### src/rtl/rv_pkg.sv
// rv_pkg: shared definitions for the RISC-V front end.
//   XLEN             - architectural register / address width
//   INSTR_NOP        - canonical NOP encoding (addi x0, x0, 0)
//   RESET_PC_DEFAULT - default PC loaded on reset
//   fetch_pkt_t      - {pc, instr} pair carried from fetch to decode
package rv_pkg;

  localparam int unsigned XLEN = 32;

  localparam logic [XLEN-1:0] INSTR_NOP        = 32'h0000_0013;
  localparam logic [XLEN-1:0] RESET_PC_DEFAULT = 32'h0000_0000;

  typedef struct packed {
    logic [XLEN-1:0] pc;
    logic [XLEN-1:0] instr;
  } fetch_pkt_t;

endpackage : rv_pkg

### src/rtl/fetch_fifo.sv
// fetch_fifo: synchronous FIFO of fetch packets between the PC/memory side
// and decode.
//   clk     - system clock, rising edge
//   rst_n   - asynchronous active-low reset
//   i_push  - write i_data at the tail this cycle
//   i_pop   - retire the head entry this cycle
//   i_flush - drop every entry and rewind both pointers (wins over push/pop)
//   i_data  - packet to write
//   o_count - number of valid entries (0..DEPTH)
//   o_head  - head entry; when empty it repeats the last head shown
//
// The caller must never push into a full FIFO unless it pops in the same
// cycle, and must never pop an empty FIFO.
module fetch_fifo
  import rv_pkg::*;
#(
  parameter int unsigned DEPTH = 2,
  localparam int unsigned PW   = (DEPTH > 1) ? $clog2(DEPTH) : 1,
  localparam int unsigned CW   = $clog2(DEPTH) + 1
) (
  input  logic          clk,
  input  logic          rst_n,
  input  logic          i_push,
  input  logic          i_pop,
  input  logic          i_flush,
  input  fetch_pkt_t    i_data,
  output logic [CW-1:0] o_count,
  output fetch_pkt_t    o_head
);

  fetch_pkt_t    r_mem [DEPTH];
  fetch_pkt_t    r_last;
  logic [PW-1:0] r_wr_ptr;
  logic [PW-1:0] r_rd_ptr;
  logic [CW-1:0] r_count;

  logic          w_empty;
  fetch_pkt_t    w_rd_data;

  assign w_empty   = (r_count == '0);
  assign w_rd_data = r_mem[r_rd_ptr];

  // Storage needs no reset: nothing reads it while the count is zero.
  always_ff @(posedge clk) begin
    if (i_push && !i_flush) begin
      r_mem[r_wr_ptr] <= i_data;
    end
  end

  // DEPTH is a power of two, so the pointers wrap by plain overflow.
  always_ff @(posedge clk or negedge rst_n) begin
    if (!rst_n) begin
      r_wr_ptr <= '0;
      r_rd_ptr <= '0;
      r_count  <= '0;
    end else if (i_flush) begin
      r_wr_ptr <= '0;
      r_rd_ptr <= '0;
      r_count  <= '0;
    end else begin
      if (i_push) r_wr_ptr <= r_wr_ptr + PW'(1);
      if (i_pop)  r_rd_ptr <= r_rd_ptr + PW'(1);
      case ({i_push, i_pop})
        2'b10:   r_count <= r_count + CW'(1);
        2'b01:   r_count <= r_count - CW'(1);
        default: r_count <= r_count;
      endcase
    end
  end

  // Shadow of the most recently shown head, so the outputs hold their last
  // values once the FIFO drains or is flushed instead of exposing stale slots.
  always_ff @(posedge clk or negedge rst_n) begin
    if (!rst_n) begin
      r_last <= '0;
    end else if (!w_empty) begin
      r_last <= w_rd_data;
    end
  end

  assign o_count = r_count;
  assign o_head  = w_empty ? r_last : w_rd_data;

endmodule : fetch_fifo

### src/rtl/instr_fetch.sv
// instr_fetch: front-end fetch unit. Owns the PC, drives the word-addressed
// instruction memory read port, buffers {pc, instr} pairs and hands them to
// decode.
//   clk         - system clock, rising edge
//   rst_n       - asynchronous active-low reset
//   a_instr     - fetch address to instruction memory (the PC register)
//   rd_instr    - instruction returned combinationally for a_instr
//   halt        - stop issuing fetches; buffered entries keep draining
//   redirect    - flush the buffer and reload the PC from redirect_pc
//   redirect_pc - new PC; the low two bits are cleared on load
//   out_valid   - buffer head holds a valid instruction
//   out_ready   - decode accepts the head this cycle
//   out_instr   - instruction at the buffer head
//   out_pc      - PC of out_instr
//   out_pc4     - out_pc + 4
//
// Handshake: an entry transfers on every rising edge where out_valid and
// out_ready are both 1. out_valid never falls without a transfer or a
// redirect, and out_* stay stable while out_valid=1 and out_ready=0. A
// transfer in the same cycle as a redirect still counts: decode owns it.
module instr_fetch
  import rv_pkg::*;
#(
  parameter logic [31:0] RESET_PC = RESET_PC_DEFAULT,
  parameter int unsigned DEPTH    = 2,
  localparam int unsigned CW      = $clog2(DEPTH) + 1
) (
  input  logic        clk,
  input  logic        rst_n,
  output logic [31:0] a_instr,
  input  logic [31:0] rd_instr,
  input  logic        halt,
  input  logic        redirect,
  input  logic [31:0] redirect_pc,
  output logic        out_valid,
  input  logic        out_ready,
  output logic [31:0] out_instr,
  output logic [31:0] out_pc,
  output logic [31:0] out_pc4
);

  logic [31:0]   r_pc;
  logic [CW-1:0] w_count;
  fetch_pkt_t    w_head;
  fetch_pkt_t    w_push_pkt;
  logic          w_full;
  logic          w_pop;
  logic          w_fetch;
  logic [31:0]   w_target;

  assign w_full   = (w_count == CW'(DEPTH));
  assign w_pop    = out_valid & out_ready;
  // A full buffer that pops this cycle frees the slot the push lands in.
  assign w_fetch  = !redirect && !halt && (!w_full || w_pop);
  assign w_target = redirect_pc & 32'hFFFF_FFFC;

  assign w_push_pkt.pc    = r_pc;
  assign w_push_pkt.instr = rd_instr;

  // Redirect outranks halt and fetch; halt only blocks the PC advance, so a
  // redirect during halt still reloads the PC for when fetch resumes.
  always_ff @(posedge clk or negedge rst_n) begin
    if (!rst_n) begin
      r_pc <= RESET_PC;
    end else if (redirect) begin
      r_pc <= w_target;
    end else if (w_fetch) begin
      r_pc <= r_pc + 32'd4;
    end
  end

  fetch_fifo #(
    .DEPTH (DEPTH)
  ) u_fifo (
    .clk     (clk),
    .rst_n   (rst_n),
    .i_push  (w_fetch),
    .i_pop   (w_pop),
    .i_flush (redirect),
    .i_data  (w_push_pkt),
    .o_count (w_count),
    .o_head  (w_head)
  );

  assign a_instr   = r_pc;
  assign out_valid = (w_count != '0);
  assign out_instr = w_head.instr;
  assign out_pc    = w_head.pc;
  assign out_pc4   = w_head.pc + 32'd4;

endmodule : instr_fetch

### config.mk
export PLATFORM = sky130hd
export DESIGN_NAME = instr_fetch
export DESIGN_NICKNAME = d
export VERILOG_FILES = /design/src/rtl/rv_pkg.sv /design/src/rtl/fetch_fifo.sv /design/src/rtl/instr_fetch.sv
export SDC_FILE = /design/constraint.sdc
export NUM_CORES = 1
export LEC_CHECK = 0
export ABC_AREA = 1
export BUFFER_PORTS_ARGS = -buffer_cell sky130_fd_sc_hd__buf_2
export CAP_MARGIN = 20
export CORE_ASPECT_RATIO = 0.8
export CORE_MARGIN = 2
export CORE_UTILIZATION = 50
export DETAILED_ROUTE_END_ITERATION = 12
export PLACE_DENSITY = 0.76
export SETUP_SLACK_MARGIN = 0.2
export SLEW_MARGIN = 20
export SYNTH_ARGS = -nofsm -noshare
export SYNTH_HDL_FRONTEND = slang
export SYNTH_HIERARCHICAL = 1
export SYNTH_SLANG_ARGS = --single-unit
### constraint.sdc
create_clock -name clk -period 4.1 [get_ports clk]
set_input_delay 0 -clock clk [delete_from_list [all_inputs] [get_ports clk]]
set_output_delay 0 -clock clk [all_outputs]
set_load 0.01 [all_outputs]
# --- Word-level counts from Yosys, hierarchy flattened ---
# Memories as Yosys holds them, arrays and structs flattened.
# Index checks and enable logic that the tools add are counted.
classes:
  muxes: 11
  bitwise: 1
  reduce_logical: 12
  n_eq_ne: 3
  add_sub_neg: 6
op_table:
  columns: ["cell", "count"]
  rows:
  - ["$add A32 B3 Y32 const B", 2]
  - ["$mux W32", 2]
  - ["$mux W64", 1]
  - ["$mux W1", 6]
  - ["$reduce_bool A2 Y1", 3]
  - ["$eq A2 B2 Y1 const B", 2]
  - ["$pmux W2 S2", 1]
  - ["$logic_and A1 B1 Y1", 3]
  - ["$logic_not A1 Y1", 3]
  - ["$reduce_bool A3 Y1", 1]
  - ["$add A1 B1 Y1 const B", 2]
  - ["$add A2 B1 Y2 const B", 1]
  - ["$eq A2 B1 Y1 const B", 1]
  - ["$logic_not A2 Y1", 1]
  - ["$mux W2", 1]
  - ["$sub A2 B1 Y2 const B", 1]
  - ["$and A1 B1 Y1", 1]
  - ["$logic_or A1 B1 Y1", 1]
totals:
  ram_bits: 128
  mem_count: 1
  reg_bits: 100
  elab_cells: 40
mem_list:
  columns: ["name", "words", "width", "read_ports", "rd_clocked_by_memory_dff", "wr", "line", "text"]
  rows:
  - ["u_fifo.r_mem", 2, 64, 1, 0, 1, "fetch_fifo.sv:31", "fetch_pkt_t r_mem [DEPTH];"]

# --- Depth between registers and ports, before layout ---
logic_depth:
  depth_word: 7
  depth_mapped: 13

# --- Hierarchy ---
# Netlist, hierarchy kept.
modules_own_cells:
  columns: ["mod", "instances", "cells_each", "area_each_um2"]
  rows:
  - ["fetch_fifo", 1, 507, 6966.7]
  - ["instr_fetch", 1, 521, 3076.7]

# --- Least setup slack after synthesis ---
# OpenSTA, ideal clock, no wires.
synth_path:
  path_kind: "reg-to-reg"
  startpoint: "reg u_fifo.r_count[0], in the netlist u_fifo/o_count[0]"
  endpoint: "mem u_fifo/r_mem[0][0] (netlist bit) (enable)"
  required_ps: 3614
  path_stages_with_launch: 9
  setup_time_ps: 486
  synth_period_minus_slack_ps: 4274
  path_buffers: 2
  arrival_time_ps: 3788
  slack_ps: -174
  path_cell_list: "dfrtp_1 -> inv_1 -> nand3_1 -> nand3_2 -> inv_2 -> buf_2 -> buf_4 -> nand2_1 -> nor2_1"
synth_between:
  elab_chain_len: 7
  word_cells_on_any_way: 9
  cone_classes: "eq/ne: 1; mux: 2; bitwise: 1; reduce/logical: 5"
synth_rtl:
  columns: ["element", "line", "text"]
  rows:
  - ["start, declared", "fetch_fifo.sv:35", "logic [CW-1:0] r_count;"]
  - ["start signal, assigned", "fetch_fifo.sv:64", "2'b10: r_count <= r_count + CW'(1);"]
  - ["start signal, assigned", "fetch_fifo.sv:65", "2'b01: r_count <= r_count - CW'(1);"]
  - ["start signal, assigned", "fetch_fifo.sv:66", "default: r_count <= r_count;"]
  - ["$eq A2 B2 Y1 or $reduce_bool A2 Y1 (tied branches)", "instr_fetch.sv:51, instr_fetch.sv:86", null]
  - ["$logic_not A1 Y1 or $and A1 B1 Y1 (tied branches)", "instr_fetch.sv:54, instr_fetch.sv:52", null]
  - ["$logic_or A1 B1 Y1 (*)", "instr_fetch.sv:54", "assign w_fetch = !redirect && !halt && (!w_full || w_pop);"]
  - ["$logic_and A1 B1 Y1 (*)", "instr_fetch.sv:54", null]
  - ["via w_fetch", "instr_fetch.sv:48", "logic w_fetch;"]
  - ["$logic_and A1 B1 Y1 (*)", "fetch_fifo.sv:45", "if (i_push && !i_flush) begin"]
  - ["$mux W1 (*)", "fetch_fifo.sv:45", null]
  - ["$mux W1 (implied by the code) (*)", "fetch_fifo.sv:46", "r_mem[r_wr_ptr] <= i_data;"]
  - ["end, declared", "fetch_fifo.sv:31", null]
# Mark *: on every way through the listed nets, which the timed path passes. The rest lies on a longest branch.

# --- Final worst setup path ---
layout_path:
  startpoint: "reg u_fifo.r_count[1], in the netlist u_fifo/o_count[1]"
  endpoint: "out out_pc4[18]"
layout_between:
  elab_chain_len: 3
layout_rtl:
  columns: ["element", "line", "text"]
  rows:
  - ["$logic_not A2 Y1", "fetch_fifo.sv:40", "assign w_empty = (r_count == '0);"]
  - ["$mux W64", "fetch_fifo.sv:82", "assign o_head = w_empty ? r_last : w_rd_data;"]
  - ["$add A32 B3 Y32", "instr_fetch.sv:89", "assign out_pc4 = w_head.pc + 32'd4;"]
  - ["end, declared", "instr_fetch.sv:39", "output logic [31:0] out_pc4"]
# No other way between the ends.

==> results.md <==
* Met2 WL post-DR at 12300 um
* H-Tree Depth at 1
* Leak Pwr at between 5 and 6 nW
* Worst-path clk slew at roughly 0.06 ns
* Worst R2R Setup Slack at about 1.3 ns
* Max Clk Rate at 293 MHz
* Cells along the critical path: inv_2 -> nand2_4 -> nor2_1 -> a31oi_1 -> ha_1 -> nand3_1 -> inv_1 -> nand2_1 -> nor2_1 -> xor2_1 -> buf_2
* Pwr/cell area at approximately 660 nW/um^2
* Mean Syn Cell Area at 9.77 um^2
* Max Used Layer: met4
* Critical path launch point: u_fifo/o_count[1]
* Async set-reset flop share out of synthesis at 43.4%
* Global route overflow at 0
* Setup Fix Bufs, Post-CTS at 0
* Row count at between 40 and 50
* WL met1 at 11200 um
* Hold Fails Final Rpt at 0
* Post-synth top area share at a little under two fifths
* Routed met3 length at about 2200 um
* Gate Count Post-Synth at 1028
* Final Instance Area at 12600 um^2
* Layout area overhead at 25.7%
* Cells after DPL at 1467
* XOR/XNOR Fraction of Synth Area at ~1.8%
* Post-synthesis compound-gate area fraction at 5.81%
* Ys flop type: edfxtp_1
* Dpl cell area at 11300 um^2
* Largest net degree at the start of global routing at a little under 70
* Die Span X at 162 um
* Drt total wl at between 20000 and 30000 um
* Starting Density at 50.9%
* Clock skew at roughly 0.018 ns
* Critical path peak fanout at 63
* Final std cells w/o fill at 1574
* Cell Area, Synth at 10000 um^2
* Critical Path Slowest Stage Cell: nand2_4
* Hold Crit Class: input pin to register
* Pins Over Slew Limit at 0
* Arrival @ worst endpoint at 3.41 ns
* Total number of vias at 8206
* Synth area leader: edfxtp_1
* Worst Path Required at 4.10 ns
* Io pins at 198
* Clock sink total at roughly 230
* RSZ-0062 raised after global routing: false
* Post-layout min period at 3.41 ns
* Synth area leaders: edfxtp_1, dfrtp_1, nand2_1
* DRC viols at 0
* Yosys Warn Count at 6
* Most frequent CP cell: nor2_1
* FF+latch count, synth at about 230
* Tcrit/Tclk final at 83.1%
* Status: complete, no violations
* EDFF count, synth at 128
* Total GRT Usage at 24.7%
* TritonCTS clock tree: done
* Worst slew margin at 34.8%
* Share of cells above drive strength 1 at 21.3%
* Setup crit end kind: primary output
* Yosys cell types at 33
* Buffer depth of the longest clock path at 3
* Die H at 131 um
* Initial antenna violation count at 0
* Crit Path Category: register to primary output
* Clk_lat worst skew at approximately 0.5 ns
* Port bufs at 193
* Worst-Margin Slew at a little under 1 ns
* Die area at 21200 um^2
* Final Core Density at 64.0%
* Seq/Total Area, Yosys at 62.7%
* Diodes inserted at 0
* Iteration-0 DRC Markers at roughly 700
* Post-synthesis simple-gate area fraction at between 20% and 30%
* Hold slack final at 0.0305 ns
* Worst setup path end: out_pc4[18]
* Core Footprint at 19700 um^2
* Max incr delay on CP at 0.47 ns
* Adder-cell share of the synthesized area at 0.249%
* Vias in the first global route at 7593
* Kind of start point of the critical path: register
* Reg2reg path depth at 7
* Root buffer cell: clkbuf_16
* GP Congestion at between 0.8 and 0.9
* Crit Reg-Reg Endpoint: u_fifo/r_mem[0][3]
* Max cap viols at 0
* Hpwl dp at 17200 um
* Most common cell in the netlist: nand2_1
* Fillers at 1590
* Mux contribution to synthesized area at 0%
* Nets at 1365
* Drt wl/cell at 16.8 um
* Setup Viol. Count Final at 0
* Largest family of logic cells by synthesized area: simple AND/OR/NAND/NOR gates
* Maximum vdd drop at roughly 0.34 mV
* Num CTS Buffers at 23
* Most frequent cells after synthesis: nand2_1, edfxtp_1, nor2_1
* Number of routed nets with antenna violations at 0
* Vias per std cell at 5.21
* DR pass1 iterations at 5
* Global-route wire length before repair at roughly 40000 um
* Worst R2R Start: u_fifo/o_count[0]
how the worst min path moves through the flow:
stage	start	endpoint	slack, ns	cells past startpoint
global placement	rd_instr[15]	u_fifo/r_mem[0][15]	0.19	1
global route	redirect	a_instr[9]	0.08	3
detailed placement	rd_instr[19]	u_fifo/r_mem[0][19]	0.19	1
finish	redirect	a_instr[4]	0.03	3
CTS	redirect	a_instr[8]	0.03	3
floorplan	rst_n	a_instr[10]	-0.30	0
cell usage in the layout (no fill, tap or decap), types with 8 or more instances in the layout:
master / instances
a31oi_1: 64
nor2_1: 121
edfxtp_1: 128
nand3b_1: 10
nand2_1: 338
o21ai_0: 18
dfrtp_1: 97
buf_4: 16
nand3_1: 61
nor2_4: 9
xor2_1: 14
inv_1: 63
buf_2: 192
dlygate4sd3_1: 66
nor2_2: 8
clkbuf_16: 23
logic make-up after synthesis:
logic type	Yosys count
and+or+nand+nor	576
DFF	226
buffers and inverters	107
AOI/OAI and AO/OA	95
xor gates and xnor gates	21
adders and majority gates	2
other	1
layout make-up:
type	instances	area, um^2	area share [%]
clock inverters	9	67.6	0.535
well taps	264	330	2.62
flip-flops and latches	226	6300	49.9
clock buffers	32	629	4.98
inverters	68	255	2.02
repair buffers	275	1760	14.0
multi-input cells	700	3280	26.0
power breakdown:
part / internal, mW / leakage, nW / switching [mW]
Clock: 1.13 / 0.347 / 0.831
Sequential: 2.85 / 2.29 / 0.228
Combinational: 1.13 / 2.76 / 2.21
state kept, by name (all words and copies together) (netlist names):
register and flops:
a_instr 30, u_fifo/o_count 2, u_fifo/r_last 64, u_fifo/r_mem 128, u_fifo/r_rd_ptr 1, u_fifo/r_wr_ptr 1
stage by stage:
stage          power [mW]  TNS (ns)  setup slack, ns
3_5_place_dp         6.38         0             1.20
6_report             8.38         0            0.692
5_1_grt              8.88         0            0.388
2_1_floorplan        5.05    -22.29           -0.174
3_3_place_gp         6.30         0             1.32
4_1_cts              8.40         0            0.661
metal layers:
| layer | vias to the layer above | global-route usage (%) |
|---|---|---|
| met3 | 55 | 4.48 |
| met4 | 0 | 8.02 |
| met1 | 3877 | 33.6 |
| li1 | 3941 | - |
| met5 | - | 0 |
| met2 | 333 | 40.8 |
critical path, delay by kind of cell, from the launching register on:
family                     cells  cell delay, ns
adders and majority gates      1            0.39
xor gates and xnor gates       1            0.16
AOI/OAI and AO/OA              1            0.40
DFF                            1            0.44
and+or+nand+nor                5            1.12
buffers and inverters          3            0.39
repair_timing:
action / CTS / global route
gates resized for setup: 0 / 0
hold buffers: 66 / 0
endpoints found under the hold margin: 161 / 0
No activity file was read; power rests on OpenSTA's default activity.
